**config.mk**
```make
export PLATFORM = sky130hd
export DESIGN_NAME = router_pkt_tx
export DESIGN_NICKNAME = d
export VERILOG_FILES = /design/src/rtl/router_pkt_tx.sv
export SDC_FILE = /design/constraint.sdc
export NUM_CORES = 1
export LEC_CHECK = 0
export ABC_AREA = 1
export BUFFER_PORTS_ARGS = -buffer_cell sky130_fd_sc_hd__buf_2
export CAP_MARGIN = 10
export CELL_PAD_IN_SITES_DETAIL_PLACEMENT = 1
export CELL_PAD_IN_SITES_GLOBAL_PLACEMENT = 2
export CORE_ASPECT_RATIO = 1.4
export CORE_MARGIN = 2
export CORE_UTILIZATION = 40
export CTS_CLUSTER_DIAMETER = 120
export DETAILED_ROUTE_END_ITERATION = 10
export GPL_TIMING_DRIVEN = 0
export PLACE_DENSITY_LB_ADDON = 0.2
export SETUP_SLACK_MARGIN = 0.1
export SYNTH_ARGS = -nofsm -noshare
export SYNTH_HDL_FRONTEND = slang
export SYNTH_SLANG_ARGS = --single-unit
```
**constraint.sdc**
```tcl
create_clock -name clock -period 3.16 [get_ports clock]
set_input_delay 0.158 -clock clock [delete_from_list [all_inputs] [get_ports clock]]
set_output_delay 0.158 -clock clock [all_outputs]
set_load 0.03 [all_outputs]
```
**src/rtl/router_pkt_tx.sv**
```systemverilog
// router_pkt_tx: stages payload bytes and sends one router packet per start (header, payload, parity).
// Latency: the header appears one cycle after an accepted start, and done follows 1+len+1+GAP_CYCLES cycles after start.
// Backpressure: router busy holds the presented byte; wr_ready is low while a packet is in flight or the buffer is full.
//
// Ports:
//   clock, resetn          rising-edge clock and synchronous active-low reset
//   wr_en/wr_data/wr_ready payload staging; count is the number of staged bytes (max 63)
//   start/dest_addr        launch request; bad_start pulses when a request is rejected
//   pkt_valid/data_out     registered byte stream to the router; busy and err come from the router
//   tx_busy/done/tx_err    packet in flight, end-of-gap pulse, and the router error seen during the gap
module router_pkt_tx #(
    parameter int GAP_CYCLES = 3
) (
    input  logic       clock,
    input  logic       resetn,
    input  logic       wr_en,
    input  logic [7:0] wr_data,
    output logic       wr_ready,
    output logic [5:0] count,
    input  logic       start,
    input  logic [1:0] dest_addr,
    output logic       bad_start,
    output logic       pkt_valid,
    output logic [7:0] data_out,
    input  logic       busy,
    input  logic       err,
    output logic       tx_busy,
    output logic       done,
    output logic       tx_err
);

    typedef enum logic [2:0] {IDLE, HEADER, PAYLOAD, PARITY, GAP} state_t;

    state_t     state, state_nx;
    logic [7:0] buffer [0:62];
    logic [5:0] len_q, len_nx;
    logic [5:0] rptr, rptr_nx;
    logic [1:0] addr_q, addr_nx;
    logic [7:0] parity, parity_nx;
    logic [3:0] gap_cnt, gap_nx;
    logic       err_seen, err_seen_nx;
    logic       tx_err_nx, done_nx, bad_start_nx, clr_count;
    logic       pkt_valid_nx;
    logic [7:0] data_out_nx;
    logic       wr_fire;

    // The write pointer always equals count, so count addresses the buffer directly.
    assign wr_ready = (state == IDLE) && !start && (count != 6'd63);
    assign wr_fire  = wr_en && wr_ready;
    assign tx_busy  = (state != IDLE);

    always_ff @(posedge clock) begin
        if (!resetn) state <= IDLE;
        else         state <= state_nx;
    end

    always_comb begin
        state_nx     = state;
        len_nx       = len_q;
        addr_nx      = addr_q;
        rptr_nx      = rptr;
        parity_nx    = parity;
        gap_nx       = gap_cnt;
        err_seen_nx  = err_seen;
        tx_err_nx    = tx_err;
        done_nx      = 1'b0;
        bad_start_nx = 1'b0;
        clr_count    = 1'b0;
        case (state)
            IDLE: begin
                if (start) begin
                    if (count == 6'd0 || dest_addr == 2'b11) begin
                        bad_start_nx = 1'b1;
                    end else begin
                        state_nx    = HEADER;
                        len_nx      = count;
                        addr_nx     = dest_addr;
                        parity_nx   = 8'h00;
                        err_seen_nx = 1'b0;
                        tx_err_nx   = 1'b0;
                    end
                end
            end
            HEADER: begin
                if (!busy) begin
                    parity_nx = parity ^ {len_q, addr_q};
                    rptr_nx   = 6'd0;
                    state_nx  = PAYLOAD;
                end
            end
            PAYLOAD: begin
                if (!busy) begin
                    parity_nx = parity ^ buffer[rptr];
                    rptr_nx   = rptr + 6'd1;
                    if (rptr == len_q - 6'd1) state_nx = PARITY;
                end
            end
            PARITY: begin
                // The last idle cycle of the gap is the done cycle, spent back in IDLE,
                // so the GAP state itself lasts GAP_CYCLES-1 cycles.
                if (!busy) begin
                    state_nx = GAP;
                    gap_nx   = 4'(GAP_CYCLES - 1);
                end
            end
            GAP: begin
                if (err) err_seen_nx = 1'b1;
                gap_nx = gap_cnt - 4'd1;
                if (gap_cnt == 4'd1) begin
                    state_nx  = IDLE;
                    done_nx   = 1'b1;
                    tx_err_nx = err_seen | err;
                    clr_count = 1'b1;
                    rptr_nx   = 6'd0;
                end
            end
            default: state_nx = IDLE;
        endcase

        // Outputs are computed from the next state and then registered, so busy never reaches them combinationally.
        pkt_valid_nx = (state_nx == HEADER) || (state_nx == PAYLOAD);
        case (state_nx)
            HEADER:  data_out_nx = {len_nx, addr_nx};
            PAYLOAD: data_out_nx = buffer[rptr_nx];
            PARITY:  data_out_nx = parity_nx;
            default: data_out_nx = 8'h00;
        endcase
    end

    always_ff @(posedge clock) begin
        if (!resetn) begin
            count     <= 6'd0;
            len_q     <= 6'd0;
            addr_q    <= 2'd0;
            rptr      <= 6'd0;
            parity    <= 8'h00;
            gap_cnt   <= 4'd0;
            err_seen  <= 1'b0;
            tx_err    <= 1'b0;
            done      <= 1'b0;
            bad_start <= 1'b0;
            pkt_valid <= 1'b0;
            data_out  <= 8'h00;
        end else begin
            len_q     <= len_nx;
            addr_q    <= addr_nx;
            rptr      <= rptr_nx;
            parity    <= parity_nx;
            gap_cnt   <= gap_nx;
            err_seen  <= err_seen_nx;
            tx_err    <= tx_err_nx;
            done      <= done_nx;
            bad_start <= bad_start_nx;
            pkt_valid <= pkt_valid_nx;
            data_out  <= data_out_nx;
            if (clr_count)    count <= 6'd0;
            else if (wr_fire) count <= count + 6'd1;
        end
    end

    // Buffer storage needs no reset because count gates every read.
    always_ff @(posedge clock) begin
        if (wr_fire) buffer[count] <= wr_data;
    end

endmodule

```
==> run_summary.xml, run 1 <==
<?xml version="1.0" encoding="UTF-8"?>
<metrics>
  <group name="logic_synthesis">
    <metric name="yosys-top-cells-area" unit="">sky130_fd_sc_hd__edfxtp_1 52%, sky130_fd_sc_hd__nand3_1 15%, sky130_fd_sc_hd__nand2_1 11%</metric>
    <metric name="post_synth_most_frequent_cells" unit="">879 x sky130_fd_sc_hd__nand3_1, 862 x sky130_fd_sc_hd__nand2_1, 504 x sky130_fd_sc_hd__edfxtp_1</metric>
    <metric name="area_share_of_fa_ha_maj_cells_after_synthesis" unit="">0.00303</metric>
    <metric name="fraction_of_the_mapped_netlist_area_in_compound_gates" unit="">0.0559</metric>
    <metric name="yosys_warnings" unit="">0</metric>
    <metric name="postSynthCellCount" unit="">3362</metric>
    <metric name="postSynthNetCount" unit="">3385</metric>
    <metric name="synth_xor_area_frac" unit="">0.00273</metric>
    <metric name="synthesized_flop_and_latch_total" unit="">552</metric>
    <metric name="muxShareOfSynthArea" unit="">0</metric>
    <metric name="dominantRegCellSynth" unit="">sky130_fd_sc_hd__edfxtp_1</metric>
    <metric name="synth_cell_type_count" unit="">43</metric>
    <metric name="synth.top_cell.area_share" unit="">0.524</metric>
    <metric name="yosys.area_share.simple" unit="">0.320</metric>
    <metric name="synth-edff-count" unit="">504</metric>
    <metric name="netlist_area_before_placement" unit="um2">28900</metric>
    <metric name="synth_top_family_by_area" unit="">simple AND/OR/NAND/NOR gates</metric>
    <metric name="netlist.top_cell.by_area" unit="">sky130_fd_sc_hd__edfxtp_1</metric>
    <metric name="asyncSetResetFlopFracSynth" unit="">0</metric>
    <metric name="syn_area_per_cell" unit="um2">8.59</metric>
    <metric name="synth-seq-area-share" unit="">0.557</metric>
    <metric name="synth_most_common_cell" unit="">sky130_fd_sc_hd__nand3_1</metric>
  </group>
  <group name="final_layout">
    <metric name="nNetsFinal" unit="">3545</metric>
    <metric name="layout-drive-gt1-share" unit="">0.173</metric>
    <metric name="layout.filler_cells" unit="">8297</metric>
    <metric name="fin_cells" unit="">4516</metric>
    <metric name="growth_of_design_area_from_synthesis_to_finish" unit="%">21.3</metric>
    <metric name="utilization" unit="">0.490</metric>
  </group>
  <group name="power_and_ir_drop">
    <metric name="sw_frac_of_total" unit="">0.251</metric>
    <metric name="intPower" unit="mW">12.8</metric>
    <metric name="power.combinational.fraction" unit="">0.077</metric>
    <metric name="clock_power_share" unit="">0.454</metric>
    <metric name="power.sequential.fraction" unit="">0.469</metric>
    <metric name="peakVddDrop" unit="mV">0.472</metric>
    <metric name="net_switching_power" unit="mW">4.30</metric>
    <metric name="fin_total_pwr" unit="mW">17.1</metric>
    <metric name="power.leakage" unit="nW">13.3</metric>
    <metric name="power_density" unit="nW/um2">488</metric>
  </group>
  <group name="setup_path">
    <metric name="path_depth" unit="">16</metric>
    <metric name="cp_num_buf_inv" unit="">4</metric>
    <metric name="r2r_end" unit="">data_out[0]$_SDFF_PN0_</metric>
    <metric name="crit_path_cell_trace" unit="">inv_2, nand3_4, buf_4, nand3_4, nand2_1, nand2_4, buf_6, buf_4, nand3_1, nand3_1, nand3_1, nand3_1, nand3_1, nand3_4, nand3_1, a21oi_1</metric>
    <metric name="setup.worst_path.class" unit="">reg -&gt; reg</metric>
    <metric name="critPathArrivalTime" unit="ns">3.72</metric>
    <metric name="cp_common_cell" unit="">sky130_fd_sc_hd__nand3_1</metric>
    <metric name="critical_path.top_delay_family" unit="">simple AND/OR/NAND/NOR gates</metric>
    <metric name="worst_path_max_delay_cell" unit="">sky130_fd_sc_hd__dfxtp_2</metric>
    <metric name="critical_path_peak_fanout" unit="">10</metric>
    <metric name="reg2reg_from" unit="">state[0]$_SDFF_PN0_</metric>
    <metric name="timing.critical_path.required" unit="ns">3.74</metric>
    <metric name="worst-r2r-setup-slack" unit="ns">0.02</metric>
    <metric name="critical_path.max_stage_delay" unit="ns">0.35</metric>
    <metric name="critPathLaunchType" unit="">flop</metric>
    <metric name="timing.reg2reg.worst_path_depth" unit="">16</metric>
    <metric name="worstSetupEndpointType" unit="">flop</metric>
  </group>
  <group name="cts">
    <metric name="clock_insertion_delay_worst_skew" unit="ns">0.67</metric>
    <metric name="clock_tree.root_cell" unit="">sky130_fd_sc_hd__clkbuf_16</metric>
    <metric name="tritoncts_num_sinks" unit="">552</metric>
    <metric name="num_cts_buffers" unit="">58</metric>
    <metric name="cts.clk_slew.worst_paths" unit="ns">0.07</metric>
    <metric name="clk_path_buf_depth" unit="">3</metric>
    <metric name="tritoncts_clock_tree" unit="">built</metric>
    <metric name="cts_htree_levels" unit="">2</metric>
  </group>
  <group name="timing">
    <metric name="grt_setup_unrepaired" unit="">yes</metric>
    <metric name="slew_violations" unit="">0</metric>
    <metric name="post-route-period-util" unit="">0.993</metric>
    <metric name="post-route-worst-setup-slack" unit="ns">0.0229</metric>
    <metric name="finalSetupViolCount" unit="">0</metric>
    <metric name="finalHoldViolCount" unit="">0</metric>
    <metric name="finClkSkew" unit="ns">0.0255</metric>
    <metric name="maxSlewHeadroom" unit="">0.223</metric>
    <metric name="finalWorstPathRequiredPeriod" unit="ns">3.14</metric>
    <metric name="max_slew.worst_pin.slew" unit="ns">1.17</metric>
    <metric name="fmax" unit="GHz">0.319</metric>
  </group>
  <group name="global_route">
    <metric name="antenna_violations_before_repair" unit="">8</metric>
    <metric name="grt_overflow_total" unit="">0</metric>
    <metric name="grt_start_max_net_pins" unit="">64</metric>
    <metric name="grt_pass1_wl" unit="um">228000</metric>
    <metric name="overall_fraction_of_global_route_tracks_in_use" unit="">0.447</metric>
    <metric name="vias_in_the_first_global_route" unit="">29240</metric>
    <metric name="global_route.peak_usage_layer" unit="">met2</metric>
    <metric name="grt.met2_usage" unit="">0.711</metric>
    <metric name="globalRouteMet1Util" unit="">0.516</metric>
    <metric name="grtUsageMet3" unit="">0.0945</metric>
  </group>
  <group name="drt">
    <metric name="drt_iter0_markers" unit="">3869</metric>
    <metric name="drt_drc_violations_left" unit="">0</metric>
    <metric name="routed-via-count" unit="">29200</metric>
    <metric name="total_iterations_of_the_first_detailed_routing_run" unit="">6</metric>
    <metric name="via_per_inst" unit="">6.47</metric>
    <metric name="final_antenna_net_count" unit="">0</metric>
    <metric name="wire_per_inst" unit="um">37.2</metric>
    <metric name="route.final.wire_length" unit="um">168000</metric>
  </group>
  <group name="floorplanning">
    <metric name="die_x" unit="um">231</metric>
    <metric name="die_height" unit="um">322</metric>
    <metric name="design.die.area" unit="um2">74400</metric>
    <metric name="initial_utilization" unit="">0.404</metric>
    <metric name="io-pin-count" unit="">36</metric>
    <metric name="rows" unit="">116</metric>
    <metric name="core_region" unit="um2">71600</metric>
  </group>
  <group name="status">
    <metric name="run_status" unit="">complete, no violations</metric>
  </group>
  <group name="place">
    <metric name="port_buffers" unit="">35</metric>
    <metric name="post-place-ws" unit="ns">-1.01</metric>
    <metric name="gp_routability_congestion" unit="">1.03</metric>
    <metric name="place_inst" unit="">4346</metric>
    <metric name="hpwlAfterDp" unit="um">120000</metric>
  </group>
  <group name="worst_hold_path">
    <metric name="instance_count_along_the_most_critical_hold_path" unit="">1</metric>
    <metric name="hp-start" unit="">wr_data[3]</metric>
    <metric name="hold-path-endpoint" unit="">buffer[60][3]$_DFFE_PP_</metric>
    <metric name="min-delay-path-class" unit="">in -&gt; reg</metric>
  </group>
  <group name="flow_run">
    <metric name="maxCapViolations" unit="">0</metric>
  </group>
</metrics>
[kinds of logic after synthesis]
kind of cell,count (synthesis)
flops,552
buf+inv,397
compound gates,288
fa+ha+maj,7
simple gates,2109
xor+xnor,9
[metrics by stage]
stage / hold slack, ns / cell area (um2) / TNS, ns
final: 0.125 / 35000 / 0
after global routing: 0.0857 / 35000 / -0.125
after CTS: 0.139 / 34500 / 0
after detailed placement: 0.460 / 30300 / -374.91
after global placement: 0.438 / 30200 / -346.79
after floorplan: 0.257 / 28900 / 0
[layout make-up]
| cell class | count | area [um2] | share of cell area |
|---|---|---|---|
| Timing Repair Buffer | 100 | 1050 | 0.0300 |
| Sequential cell | 552 | 16100 | 0.460 |
| Clock buffer | 65 | 1510 | 0.0431 |
| Buffer | 239 | 1940 | 0.0553 |
| Clock inverter | 43 | 563 | 0.0161 |
| Tap cell | 944 | 1180 | 0.0337 |
| Multi-Input combinational cell | 2413 | 12100 | 0.345 |
| Inverter | 158 | 616 | 0.0176 |
| Antenna cell | 2 | 5.00 | 0.000143 |
[worst register-to-register path: cells and delay by family, from the launching register on]
kind                   cells  cell delay, ns
AO/OA/AOI/OAI              1            0.16
buffers and inverters      4            0.86
AND/OR/NAND/NOR           11            1.69
flip-flops                 1            0.35
[cell usage in the layout (no fill, tap or decap), drive strengths merged]
cell,instances
o22ai,2
nand3,894
a21boi,1
edfxtp,504
nor3b,1
inv,153
nand2,867
nand4,3
and2,1
diode,2
xor2,5
clkbuf,142
o311ai,1
a311oi,6
nor2,312
a31oi,3
nor4,2
clkdlybuf4s15,3
o211ai,49
clkinvlp,5
bufinv,13
dlygate4sd3,6
dfxtp,48
xnor2,4
nor3,21
o21ai,131
a211oi,2
or2,8
a21oi,93
clkinv,30
ha,7
buf,253
[registers in the layout (all words and copies together), names as in the netlist]
register,flops
addr_q,2
bad_start,1
buffer,504
count,6
data_out,8
done,1
err_seen,1
gap_cnt,4
len_q,6
parity,8
pkt_valid,1
rptr,6
state,3
tx_err,1
[worst max-delay path by stage]
stage	from	end	slack, ns
4_1_cts	rptr[1]$_SDFF_PN0_	data_out[2]$_SDFF_PN0_	0.06
5_1_grt	count[5]$_SDFFE_PP0P_	data_out[3]$_SDFF_PN0_	-0.03
2_1_floorplan	count[5]$_SDFFE_PP0P_	buffer[23][0]$_DFFE_PP_	0.37
6_report	state[0]$_SDFF_PN0_	data_out[0]$_SDFF_PN0_	0.02
3_3_place_gp	state[0]$_SDFF_PN0_	buffer[23][7]$_DFFE_PP_	-1.12
3_5_place_dp	state[0]$_SDFF_PN0_	buffer[17][4]$_DFFE_PP_	-1.01
[power groups by stage]
stage                     combinational, mW  sequential, mW  clock [mW]
after floorplan                       0.519            8.18           0
after global placement                 1.12            8.18           0
after detailed placement               1.15            8.17           0
after CTS                              1.24            8.02        7.72
after global routing                   1.35            8.02        7.99
final                                  1.32            8.02        7.76
[repair_timing]
item                                    CTS  global route
pin swaps                                25             8
gates resized for setup                 499           136
buffers inserted                         42            10
endpoints found under the hold margin    13             0
endpoints found under the setup margin  513           308
hold buffers                              6             0
[routing by layer]
layer / up-vias / wire length, um
met5: - / 56
met4: 8 / 17300
met3: 647 / 15200
met2: 1876 / 76100
met1: 14712 / 59500
li1: 11957 / -
(Power assumes the default switching activity.)
==> inputs of run 2 (changes only) <==
--- a/config.mk
+++ b/config.mk
@@ -9,3 +9,2 @@
 export BUFFER_PORTS_ARGS = -buffer_cell sky130_fd_sc_hd__buf_2
-export CAP_MARGIN = 10
 export CELL_PAD_IN_SITES_DETAIL_PLACEMENT = 1
@@ -19,3 +18,3 @@
 export PLACE_DENSITY_LB_ADDON = 0.2
-export SETUP_SLACK_MARGIN = 0.1
+export SETUP_SLACK_MARGIN = 0.4
 export SYNTH_ARGS = -nofsm -noshare
--- a/constraint.sdc
+++ b/constraint.sdc
@@ -3,2 +3,2 @@
 set_output_delay 0.158 -clock clock [all_outputs]
-set_load 0.03 [all_outputs]
+set_load 0.005 [all_outputs]
==> run 2 against run 1 <==
Net effect: critical path depth fell by 1; sequential power is essentially flat; register-to-register slack better by 0.24 ns; clock-buffer cell count down 1; worst setup slack gained 0.24 ns; clock power fell by 7.9%; cell count increased by 0.71%.
==> run_summary.xml, run 2 (synthesis gave the netlist of run 1 again) <==
<?xml version="1.0" encoding="UTF-8"?>
<metrics>
  <group name="cts">
    <metric name="num_cts_buffers" unit="">58</metric>
    <metric name="cts_htree_levels" unit="">2</metric>
    <metric name="clock_tree.root_cell" unit="">sky130_fd_sc_hd__clkbuf_16</metric>
    <metric name="clock_insertion_delay_worst_skew" unit="ns">0.69</metric>
    <metric name="clk_path_buf_depth" unit="">3</metric>
    <metric name="cts.clk_slew.worst_paths" unit="ns">0.07</metric>
    <metric name="tritoncts_clock_tree" unit="">built</metric>
    <metric name="tritoncts_num_sinks" unit="">552</metric>
  </group>
  <group name="setup_path">
    <metric name="critical_path_peak_fanout" unit="">10</metric>
    <metric name="timing.critical_path.required" unit="ns">3.68</metric>
    <metric name="critical_path.max_stage_delay" unit="ns">0.38</metric>
    <metric name="critPathLaunchType" unit="">flop</metric>
    <metric name="path_depth" unit="">15</metric>
    <metric name="critPathArrivalTime" unit="ns">3.42</metric>
    <metric name="setup.worst_path.class" unit="">reg -&gt; reg</metric>
    <metric name="timing.reg2reg.worst_path_depth" unit="">15</metric>
    <metric name="cp_num_buf_inv" unit="">5</metric>
    <metric name="critical_path.top_delay_family" unit="">simple AND/OR/NAND/NOR gates</metric>
    <metric name="cp_common_cell" unit="">sky130_fd_sc_hd__nand3_4</metric>
    <metric name="crit_path_cell_trace" unit="">inv_2, nand3_4, buf_4, nand3_4, nand3_4, a21boi_4, buf_6, inv_2, clkbuf_2, nand3_1, nand3_2, nand3_4, nand3_4, nand3_1, a21oi_1</metric>
    <metric name="worstSetupEndpointType" unit="">flop</metric>
    <metric name="worst_path_max_delay_cell" unit="">sky130_fd_sc_hd__clkbuf_2</metric>
  </group>
  <group name="floorplanning">
    <metric name="die_height" unit="um">322</metric>
    <metric name="initial_utilization" unit="">0.404</metric>
    <metric name="rows" unit="">116</metric>
    <metric name="die_x" unit="um">231</metric>
    <metric name="design.die.area" unit="um2">74400</metric>
    <metric name="io-pin-count" unit="">36</metric>
    <metric name="core_region" unit="um2">71600</metric>
  </group>
  <group name="drt">
    <metric name="route.final.wire_length" unit="um">168000</metric>
    <metric name="final_antenna_net_count" unit="">0</metric>
    <metric name="routed-via-count" unit="">29154</metric>
    <metric name="total_iterations_of_the_first_detailed_routing_run" unit="">5</metric>
    <metric name="wire_per_inst" unit="um">37.0</metric>
    <metric name="drt_drc_violations_left" unit="">0</metric>
    <metric name="drt_iter0_markers" unit="">4089</metric>
    <metric name="via_per_inst" unit="">6.41</metric>
  </group>
  <group name="place">
    <metric name="dpl_cell_area" unit="um2">30300</metric>
    <metric name="post-place-ws" unit="ns">-1.03</metric>
    <metric name="hpwlAfterDp" unit="um">119000</metric>
    <metric name="port_buffers" unit="">35</metric>
    <metric name="place_inst" unit="">4342</metric>
    <metric name="gp_routability_congestion" unit="">1.03</metric>
  </group>
  <group name="final_layout">
    <metric name="registers_with_the_highest_flip_flop_counts" unit="">buffer (504), data_out (8), parity (8)</metric>
    <metric name="layout-drive-gt1-share" unit="">0.196</metric>
    <metric name="layout.filler_cells" unit="">8160</metric>
    <metric name="nNetsFinal" unit="">3576</metric>
    <metric name="growth_of_design_area_from_synthesis_to_finish" unit="%">24.7</metric>
    <metric name="ff_latch_area" unit="um2">16100</metric>
    <metric name="utilization" unit="">0.503</metric>
    <metric name="area_of_the_multi_input_gates" unit="um2">12500</metric>
    <metric name="final_common_cell" unit="">sky130_fd_sc_hd__nand2_1</metric>
    <metric name="largest_reg_flops" unit="">504</metric>
    <metric name="registers.top_by_ff_count" unit="">buffer</metric>
    <metric name="fin_cells" unit="">4548</metric>
    <metric name="final_cell_mix" unit="">843 x sky130_fd_sc_hd__nand2_1, 777 x sky130_fd_sc_hd__nand3_1, 504 x sky130_fd_sc_hd__edfxtp_1, 241 x sky130_fd_sc_hd__nor2_1, 136 x sky130_fd_sc_hd__inv_1</metric>
    <metric name="stdcell_area" unit="um2">36000</metric>
  </group>
  <group name="timing">
    <metric name="hold_slack" unit="ns">0.125</metric>
    <metric name="post-route-period-util" unit="">0.917</metric>
    <metric name="grt_setup_unrepaired" unit="">yes</metric>
    <metric name="finalSetupViolCount" unit="">0</metric>
    <metric name="slew_violations" unit="">0</metric>
    <metric name="maxSlewHeadroom" unit="">0.0320</metric>
    <metric name="post-route-worst-setup-slack" unit="ns">0.262</metric>
    <metric name="fmax" unit="GHz">0.345</metric>
    <metric name="finalWorstPathRequiredPeriod" unit="ns">2.90</metric>
    <metric name="max_slew.worst_pin.slew" unit="ns">1.45</metric>
    <metric name="finClkSkew" unit="ns">0.0332</metric>
    <metric name="finalHoldViolCount" unit="">0</metric>
  </group>
  <group name="worst_hold_path">
    <metric name="min-delay-path-class" unit="">in -&gt; reg</metric>
    <metric name="instance_count_along_the_most_critical_hold_path" unit="">1</metric>
  </group>
  <group name="power_and_ir_drop">
    <metric name="power.leakage" unit="nW">13.7</metric>
    <metric name="power_density" unit="nW/um2">459</metric>
    <metric name="peakVddDrop" unit="mV">0.462</metric>
  </group>
  <group name="flow_run">
    <metric name="maxCapViolations" unit="">0</metric>
  </group>
  <group name="global_route">
    <metric name="grt_start_max_net_pins" unit="">64</metric>
    <metric name="overall_fraction_of_global_route_tracks_in_use" unit="">0.450</metric>
    <metric name="vias_in_the_first_global_route" unit="">29390</metric>
    <metric name="antenna_violations_before_repair" unit="">8</metric>
    <metric name="grt_overflow_total" unit="">0</metric>
    <metric name="grt_pass1_wl" unit="um">229000</metric>
  </group>
  <group name="status">
    <metric name="run_status" unit="">complete, no violations</metric>
  </group>
</metrics>
run 2: cell count changes in the layout (fill, tap and decap cells not counted), sizes merged:
cell,change
buf,+36
bufinv,-8
clkbuf,-6
clkinvlp,+6
clkinv,+4
clkdlybuf4s15,-1
clkdlybuf4s18,+1
run 2: where the power goes:
part           switching (mW)  internal (mW)  total, mW  leakage (nW)
clock                    3.29           3.87       7.15         0.921
combinational           0.999          0.369       1.37          7.84
sequential             0.0265           7.99       8.02          4.92
total                    4.31           12.2       16.5          13.7
run 2: cell type report:
cell class                      instances  share of cell area
Sequential cell                       552               0.447
Multi-Input combinational cell       2413               0.346
Buffer                                239              0.0671
Clock buffer                           64              0.0421
Timing Repair Buffer                  131              0.0372
Tap cell                              944              0.0328
Inverter                              158              0.0172
Clock inverter                         45              0.0105
Antenna cell                            2            0.000139
run 2: final timing paths:
path,from,to,slack [ns]
worst max-delay path,state[1]$_SDFF_PN0_,data_out[0]$_SDFF_PN0_,0.26
worst min register to register,err_seen$_SDFFE_PN0P_,err_seen$_SDFFE_PN0P_,0.49
worst min-delay path,wr_data[2],buffer[20][2]$_DFFE_PP_,0.13
worst max register to register,state[1]$_SDFF_PN0_,data_out[0]$_SDFF_PN0_,0.26
run 2: per-stage QoR:
step	setup TNS, ns	power (mW)
after CTS	0	16.4
after floorplan	0	8.68
after global routing	0	16.8
after global placement	-346.79	9.27
after detailed placement	-376.40	9.30
final	0	16.5
run 2: timing repair:
action,CTS,global route
hold buffers,6,0
setup endpoints to repair,525,508
gates cloned,1,1
pin swaps,44,14
gates resized for setup,733,97
buffers inserted,69,18
hold endpoints to repair,13,0
run 2: routing by layer:
layer	up-vias	wire length, um	share of wire	GRT usage
met5	-	41	0.00024	0
met2	1929	75700	0.45	0.708
met1	14547	58500	0.35	0.521
met4	6	17900	0.11	0.392
met3	655	16300	0.097	0.0929
li1	12017	-	-	-
run 2: worst reg2reg max path: stages, from the launching register on:
cell	delay, ns
sky130_fd_sc_hd__dfxtp_1	0.34
sky130_fd_sc_hd__inv_2	0.14
sky130_fd_sc_hd__nand3_4	0.11
sky130_fd_sc_hd__buf_4	0.16
sky130_fd_sc_hd__nand3_4	0.11
sky130_fd_sc_hd__nand3_4	0.13
sky130_fd_sc_hd__a21boi_4	0.19
sky130_fd_sc_hd__buf_6	0.21
sky130_fd_sc_hd__inv_2	0.06
sky130_fd_sc_hd__clkbuf_2	0.38
sky130_fd_sc_hd__nand3_1	0.23
sky130_fd_sc_hd__nand3_2	0.12
sky130_fd_sc_hd__nand3_4	0.13
sky130_fd_sc_hd__nand3_4	0.18
sky130_fd_sc_hd__nand3_1	0.19
sky130_fd_sc_hd__a21oi_1	0.08
